### config.mk
export PLATFORM = sky130hd
export DESIGN_NAME = pixel_frame_capture_flat
export DESIGN_NICKNAME = d
export VERILOG_FILES = /design/src/rtl/pixel_frame_capture_if.sv /design/src/rtl/pixel_frame_capture.sv /design/src/flat_wrapper.sv
export SDC_FILE = /design/constraint.sdc
export NUM_CORES = 1
export LEC_CHECK = 0
export ABC_AREA = 0
export BUFFER_PORTS_ARGS = -buffer_cell sky130_fd_sc_hd__buf_4
export CORE_MARGIN = 2
export CORE_UTILIZATION = 45
export CTS_BUF_LIST = sky130_fd_sc_hd__clkbuf_8
export CTS_CLUSTER_SIZE = 10
export DETAILED_ROUTE_END_ITERATION = 10
export GPL_TIMING_DRIVEN = 0
export PLACE_DENSITY = 0.65
export SYNTH_ARGS = -nofsm -noshare
export SYNTH_HDL_FRONTEND = slang
export SYNTH_SLANG_ARGS = --single-unit
### constraint.sdc
create_clock -name Clk -period 2.16 [get_ports Clk]
set_clock_uncertainty 0.1 [all_clocks]
set_input_delay 0.432 -clock Clk [delete_from_list [all_inputs] [get_ports Clk]]
set_output_delay 0.432 -clock Clk [all_outputs]
set_load 0.03 [all_outputs]
### src/rtl/pixel_frame_capture_if.sv
// Pixel stream handshake between the frame capture block
// and its downstream consumer.
interface pixel_frame_capture_if #(
   parameter int DATA_W = 8
);
   logic              Pix_valid;
   logic              Pix_ready;
   logic [DATA_W-1:0] Pix_data;
   logic [1:0]        Pix_index;

   modport master (
      output Pix_valid,
      output Pix_data,
      output Pix_index,
      input  Pix_ready
   );

   modport slave (
      input  Pix_valid,
      input  Pix_data,
      input  Pix_index,
      output Pix_ready
   );
endinterface

### src/rtl/pixel_frame_capture.sv
// Captures a 2x2 pixel frame from two row strobes and
// streams the four pixels out over a valid/ready link.
module pixel_frame_capture #(
   parameter int DATA_W = 8
) (
   input  logic                  Clk,
   input  logic                  Reset,
   input  logic                  NRE_1,
   input  logic                  NRE_2,
   input  logic                  ADC,
   input  logic                  Erase,
   input  logic [DATA_W-1:0]     ADC_1_in,
   input  logic [DATA_W-1:0]     ADC_2_in,
   pixel_frame_capture_if.master pix,
   output logic                  Frame_done,
   output logic                  Overrun,
   output logic                  Row_error
);

   typedef enum logic [1:0] {
      IDLE,
      CAPTURE,
      STREAM
   } state_t;

   state_t            state;
   state_t            state_n;
   logic              adc_q;
   logic [3:0]        mask;
   logic [3:0]        mask_n;
   logic [DATA_W-1:0] pix_r [4];
   logic [DATA_W-1:0] pix_n [4];
   logic              strobe;
   logic              row1;
   logic              row2;
   logic              bad;
   logic              hs;
   logic              last;
   logic              erase_ok;
   logic              enter;
   logic [1:0]        nxt;

   assign strobe   = adc_q & ~ADC;
   assign row1     = strobe & ~NRE_1 & NRE_2;
   assign row2     = strobe & NRE_1 & ~NRE_2;
   assign bad      = strobe & (NRE_1 == NRE_2);
   assign hs       = pix.Pix_valid & pix.Pix_ready;
   assign last     = hs & (pix.Pix_index == 2'd3);
   assign erase_ok = Erase & (state != STREAM);
   assign enter    = (state != STREAM) & (state_n == STREAM);
   assign nxt      = pix.Pix_index + 2'd1;

   // State register
   always_ff @(posedge Clk or negedge Reset) begin
      if (!Reset) state <= IDLE;
      else        state <= state_n;
   end

   // Next state, next mask and next pixel store
   always_comb begin
      state_n = state;
      mask_n  = mask;
      pix_n   = pix_r;
      unique case (state)
         IDLE, CAPTURE: begin
            if (Erase) begin
               state_n = IDLE;
               mask_n  = 4'b0000;
            end else begin
               if (row1) begin
                  pix_n[0]    = ADC_1_in;
                  pix_n[1]    = ADC_2_in;
                  mask_n[1:0] = 2'b11;
               end
               if (row2) begin
                  pix_n[2]    = ADC_1_in;
                  pix_n[3]    = ADC_2_in;
                  mask_n[3:2] = 2'b11;
               end
               if (mask == 4'b1111)
                  state_n = STREAM;
               else if (mask_n != 4'b0000)
                  state_n = CAPTURE;
            end
         end
         STREAM: begin
            if (last) begin
               state_n = IDLE;
               mask_n  = 4'b0000;
            end
         end
         default: state_n = IDLE;
      endcase
   end

   // Strobe edge detector, frame store and sticky flags
   always_ff @(posedge Clk or negedge Reset) begin
      if (!Reset) begin
         adc_q     <= 1'b0;
         mask      <= 4'b0000;
         Overrun   <= 1'b0;
         Row_error <= 1'b0;
         for (int i = 0; i < 4; i++) pix_r[i] <= '0;
      end else begin
         adc_q <= ADC;
         mask  <= mask_n;
         pix_r <= pix_n;
         if (erase_ok)
            Overrun <= 1'b0;
         else if ((state == STREAM) && (row1 || row2))
            Overrun <= 1'b1;
         if (erase_ok)
            Row_error <= 1'b0;
         else if (bad)
            Row_error <= 1'b1;
      end
   end

   // Registered stream outputs and end-of-frame pulse
   always_ff @(posedge Clk or negedge Reset) begin
      if (!Reset) begin
         pix.Pix_valid <= 1'b0;
         pix.Pix_index <= 2'd0;
         pix.Pix_data  <= '0;
         Frame_done    <= 1'b0;
      end else begin
         Frame_done <= last;
         if (enter) begin
            pix.Pix_valid <= 1'b1;
            pix.Pix_index <= 2'd0;
            pix.Pix_data  <= pix_n[0];
         end else if (last) begin
            pix.Pix_valid <= 1'b0;
            pix.Pix_index <= 2'd0;
            pix.Pix_data  <= '0;
         end else if (hs) begin
            pix.Pix_index <= nxt;
            pix.Pix_data  <= pix_r[nxt];
         end
      end
   end

endmodule

### src/flat_wrapper.sv
// flat-port wrapper written by rule: the top's interface ports become plain ports
module pixel_frame_capture_flat 
#(
   parameter int DATA_W = 8
)
  (Clk, Reset, NRE_1, NRE_2, ADC, Erase, ADC_1_in, ADC_2_in, Frame_done, Overrun, Row_error, pix_Pix_valid, pix_Pix_data, pix_Pix_index, pix_Pix_ready);
  pixel_frame_capture_if #(.DATA_W(DATA_W)) pix_i ();
  input  logic Clk;
  input  logic Reset;
  input  logic NRE_1;
  input  logic NRE_2;
  input  logic ADC;
  input  logic Erase;
  input  logic [DATA_W-1:0] ADC_1_in;
  input  logic [DATA_W-1:0] ADC_2_in;
  output logic Frame_done;
  output logic Overrun;
  output logic Row_error;
  output wire logic [$bits(pix_i.Pix_valid)-1:0] pix_Pix_valid;
  output wire logic [$bits(pix_i.Pix_data)-1:0] pix_Pix_data;
  output wire logic [$bits(pix_i.Pix_index)-1:0] pix_Pix_index;
  input wire logic [$bits(pix_i.Pix_ready)-1:0] pix_Pix_ready;
  assign pix_Pix_valid = pix_i.Pix_valid;
  assign pix_Pix_data = pix_i.Pix_data;
  assign pix_Pix_index = pix_i.Pix_index;
  assign pix_i.Pix_ready = pix_Pix_ready;
  pixel_frame_capture #(.DATA_W(DATA_W)) u_core (.Clk(Clk), .Reset(Reset), .NRE_1(NRE_1), .NRE_2(NRE_2), .ADC(ADC), .Erase(Erase), .ADC_1_in(ADC_1_in), .ADC_2_in(ADC_2_in), .pix(pix_i), .Frame_done(Frame_done), .Overrun(Overrun), .Row_error(Row_error));
endmodule
After elaboration in Yosys (flattened, before gate mapping)
Cells that the tools add are included.
{"block": "totals", "register_bits": 53, "latch_bits": 0, "ram_bits": 0, "rom_bits": 0, "in_bits": 23, "memories": 0}
{"block": "op_classes", "addsub": 1, "multipliers": 0, "div": 0, "n_lt_le_gt_ge": 1, "n_eq_ne": 8, "shift": 0, "muxes": 33, "bitwise": 15, "reduce_logical": 13}
{"op": "$mux 32", "n": 2}
{"op": "$mux 8", "n": 5}
{"op": "$mux 16", "n": 2}
{"op": "$mux 2", "n": 13}
{"op": "$bmux 8 s2", "n": 1}
{"op": "$and 1x1->1", "n": 10}
{"op": "$mux 4", "n": 2}
{"op": "$pmux 4 s2", "n": 1}
{"op": "$reduce_bool 2->1", "n": 4}
{"op": "$eq 2x2->1 const B", "n": 3}
{"op": "$mux 1", "n": 6}
{"op": "$reduce_and 3->1", "n": 2}
{"op": "$eq 4x4->1 const B", "n": 1}
{"op": "$not 1->1", "n": 4}
{"op": "$pmux 2 s2", "n": 1}
{"op": "$reduce_bool 4->1", "n": 1}
{"op": "$ge 3x3->1 const B", "n": 1}
{"op": "$not 2->3", "n": 1}
{"op": "$reduce_bool 3->1", "n": 1}
{"op": "$add 2x1->2 const B", "n": 1}
{"op": "$eq 2x1->1 const B", "n": 1}
{"op": "$logic_not 2->1", "n": 1}
{"op": "$ne 2x1->1 const B", "n": 1}
{"op": "$ne 2x2->1 const B", "n": 1}
{"op": "5 further kinds", "n": 5}

Logic depth before layout (Yosys ltp)
{"block": "logic_depth", "word_depth": 15, "ltp_mapped": 6}

Worst setup path before layout
OpenSTA, ideal clock, no wires.
{"block": "synth_path", "kind": "register to register", "startpoint": "register u_core.pix.Pix_index[0]", "endpoint": "register u_core.pix.Pix_data[0]", "setup_time_ps": 138, "t_arrival_ps": 1533, "setup_slack_ps": 388, "path_stages_with_launch": 7, "path_buffers": 1, "path_cell_list": "dfrtp_1 -> ha_1 -> nand4bb_1 -> clkbuf_1 -> nor2_1 -> a2111oi_0 -> a21oi_1"}
{"block": "synth_via", "elab_chain_len": 8, "word_cells_on_any_way": 15}
{"element": "start: declaration", "line_no": "pixel_frame_capture_if.sv:14", "text": "output Pix_index,"}
{"element": "start signal: assignment", "line_no": "pixel_frame_capture.sv:137", "text": "pix.Pix_index <= nxt;"}
{"element": "$add 2x1->2", "line_no": "pixel_frame_capture.sv:51", "text": "assign nxt = pix.Pix_index + 2'd1;"}
{"element": "$not 2->3 (not written as such)", "line_no": "pixel_frame_capture.sv:138", "text": "pix.Pix_data <= pix_r[nxt];"}
{"element": "$bmux 8 s2", "line_no": "pixel_frame_capture.sv:138"}
{"element": "$mux 8 (not written as such) (2 in series)", "line_no": "pixel_frame_capture.sv:138"}
{"element": "$mux 8", "line_no": "pixel_frame_capture.sv:136", "text": "end else if (hs) begin"}
{"element": "$mux 8", "line_no": "pixel_frame_capture.sv:132", "text": "end else if (last) begin"}
{"element": "$mux 8", "line_no": "pixel_frame_capture.sv:128", "text": "if (enter) begin"}
{"element": "end signal: assignment", "line_no": "pixel_frame_capture.sv:131", "text": "pix.Pix_data <= pix_n[0];"}
{"element": "end signal: assignment", "line_no": "pixel_frame_capture.sv:138"}
{"element": "end: declaration", "line_no": "pixel_frame_capture_if.sv:13", "text": "output Pix_data,"}
Several ways; a longest one is shown, not always the timed one. The select of a mux whose other input is x is not followed.
A chain may end at the register's enable or synchronous reset.

Worst setup path in the final report
{"block": "layout_path", "startpoint": "register u_core.pix.Pix_index[1]", "endpoint": "register u_core.pix.Pix_data[4]"}
The elaborated chain is that of the path after synthesis.

==> flow_summary.ini <==
[clock_network]
clkTransAtPathRegs_ps = 90
cts_setup_buffers = 0
cts_root_buffer = clkbuf_8
cts-buffers-inserted = 5
cts_hold_buf = 0
cts-resized-gates = 0
cts_max_level = 2
cts_tree = done
insertion_delay_ps = 310
cts_buffer_depth = 2
numClockSinks = 53

[finish]
regArea_sq_um = 1330
area_delta_synth_final_pct = 18.2
final_layout_size_suffix_gt1_share_pct = 32.9
diodes = 0
fillers = 470
fin_nets = 257
postLayoutCoreUtil_pct = 55.7
multiInputGateArea_sq_um = 997

[logic_synthesis]
yosysMostFrequentCell = dfrtp_1
yosysTopAreaCell = dfrtp_1
synth_ff_type = dfrtp_1
syn_inst = 190
yosysTopAreaCellShare_pct = 54.4
yosysSeqAreaShare_pct = 54.4
synth.net_count = 214
netlist_area_sq_um = 2440
synth_edf_count = 0
synth_area_leaders = dfrtp_1 54%, mux2i_1 10%, mux2_4 9.9%, mux2_2 3.7%, nor2_1 2.9%
postSynth.asyncResetShare_pct = 100
ys_top_cells_by_count = 53 x dfrtp_1, 25 x mux2i_1, 19 x nor2_1, 16 x mux2_4, 12 x a21oi_1
postSynthAreaPerCell_sq_um = 12.8
ys_ff_latch = 53
synthDistinctLibCells = 30
yosysWarnings = 0

[power]
power.leakage_nw = 1.55
total_power_mw = 3.45
power.density_nw_per_um2 = 1200
irDropWorstVdd_v = 0.000622

[setup_path]
critPathCaptureType = register
crit_type = reg2reg
timing.critical_path.from = u_core.pix.Pix_index[1]
reg2reg_to = u_core.pix.Pix_data[4]
critPathRequiredTime_ps = 2240
crit_chain = ha_1, nand4bb_1, clkbuf_1, nor2_1, a2111oi_0, a21oi_1
crit_fanout = 8
r2r_cells = 6
crit_slowest_cell = dfrtp_1
r2r_slack_ps = 190
slowest_delay_ps = 420
worstReg2RegStart = u_core.pix.Pix_index[1]
crit_path_start_kind = register
cp.arrival_ps = 2050

[sta]
worst_slack_ps = 189
fin_setup_tns_ps = 0
fmax_mhz = 507
timing.hold.ws_ps = 44.6
min_period_ps = 1970
drv_slew = 0
setup_viol = 0
slew_headroom_pct = 56.0
grt_setup_unrepaired = no
tightest_slew_ps = 660
period_share_pct = 91.3
finalHoldViolCount = 0

[global_route]
grt_usage_pct = 18.0
grt_pass1_wl_mm = 8.16
grt.overflow.total = 0
gr-max-usage-layer = met2
antenna_found_initial = 0
met3_usage_pct = 5.00
use_met2_pct = 26.7
grt_use_met1_pct = 25.4
grt_max_degree = 54
grt_pass1_vias = 1592

[floorplanning]
io_pins = 37
start_util_pct = 47.1
dieWidth_microns = 77.6
core_sq_um = 5170
die_area_sq_um = 6020
die_h_microns = 77.6
std_cell_rows = 26

[drt]
via_per_inst = 5.21
drt-total-wl_mm = 5.00
drc = 0
wl_per_cell_microns = 16.4
ant_nets = 0
num_vias = 1583
dr.pass1.iters = 4
first_iter_violations = 81

[place]
place_congestion = 0.743
placement.io_buffers = 36
hpwl_mm = 3.30
pre_cts_ws_ps = 223

[flow_run]
maxCapViolCount = 0

[hold_path]
hp-class = in2async

[status]
status = complete, no violations
## kinds of logic after synthesis
logic type               count (synthesis)  share of synthesized area, %
AO/OA/AOI/OAI                           25                          6.93
AND/OR/NAND/NOR                         42                          9.29
buffers and inverters                   19                          4.67
flip-flops                              53                          54.4
multiplexers                            49                          23.8
adder cells (fa/ha/maj)                  1                         0.513
XOR/XNOR                                 1                         0.359
## per-layer routing
| metal | wire length (microns) | vias to the layer above | part of all wire [%] |
|---|---|---|---|
| li1 | - | 759 | - |
| met4 | 59 | 0 | 1.2 |
| met3 | 195 | 6 | 3.9 |
| met1 | 2460 | 790 | 49 |
| met2 | 2290 | 28 | 46 |
| met5 | 0 | - | 0 |
## worst max-delay path, delay by kind of cell (launching register included)
family | cells | cell delay [ps]
flip-flops | 1 | 420
adder cells (fa/ha/maj) | 1 | 300
buffers and inverters | 1 | 390
AND/OR/NAND/NOR | 2 | 210
AO/OA/AOI/OAI | 2 | 420
## cells in the final DEF (no fill, tap or decap)
| cell type | instances |
|---|---|
| mux2_2 | 8 |
| or4_1 | 1 |
| clkbuf_1 | 1 |
| xor2_1 | 1 |
| nor2b_4 | 1 |
| nand2_1 | 11 |
| a2bb2oi_1 | 2 |
| nor2b_1 | 1 |
| nand4b_4 | 1 |
| a2111oi_0 | 8 |
| inv_1 | 12 |
| nand3_1 | 1 |
| clkinv_2 | 1 |
| buf_2 | 3 |
| a21o_1 | 1 |
| dfrtp_1 | 53 |
| nand4_1 | 1 |
| clkbuf_8 | 5 |
| inv_6 | 1 |
| o22ai_1 | 1 |
| buf_12 | 1 |
| a21oi_1 | 12 |
| nand4bb_1 | 1 |
| nor3_1 | 1 |
| ha_1 | 1 |
| mux2_4 | 16 |
| a211oi_1 | 1 |
| nor2_4 | 1 |
| nand2b_1 | 1 |
| buf_6 | 3 |
| buf_4 | 36 |
| nor2_1 | 19 |
| nand4b_1 | 2 |
| mux2i_1 | 25 |
## registers in the layout, summed over array words and instances, names as in the netlist
name and cells:
u_core.Frame_done 1, u_core.Overrun 1, u_core.Row_error 1, u_core.adc_q 1, u_core.mask 4, u_core.pix.Pix_data 8
u_core.pix.Pix_index 2, u_core.pix.Pix_valid 1, u_core.pix_r 32, u_core.state 2
## report_power, final
group | switching, mW | total, mW | internal (mW)
clock | 0.327 | 0.554 | 0.227
combinational | 0.663 | 1.32 | 0.655
sequential | 0.231 | 1.57 | 1.34
total | 1.22 | 3.45 | 2.23
## final cells by class
type	count	area share, %
Timing Repair Buffer	36	9.38
Clock buffer	5	2.39
Clock inverter	3	0.608
Tap cell	70	3.04
Buffer	8	2.52
Sequential cell	53	46.0
Inverter	11	1.43
Multi-Input combinational cell	118	34.6
## stage by stage
step | cell area [sq um] | cells
3_5_place_dp | 2800 | 296
6_report | 2880 | 304
3_3_place_gp | 2800 | 296
2_1_floorplan | 2440 | 190
5_1_grt | 2880 | 304
4_1_cts | 2880 | 304
## worst max-delay path by stage
stage	to	slack (ps)
finish	u_core.pix.Pix_data[4]	190
global route	u_core.pix.Pix_data[2]	60
CTS	u_core.pix.Pix_data[4]	200
detailed placement	u_core.pix.Pix_data[4]	220
global placement	u_core.pix.Pix_data[2]	270
floorplan	u_core.pix.Pix_data[0]	390
No activity file was read; power rests on OpenSTA's default activity.
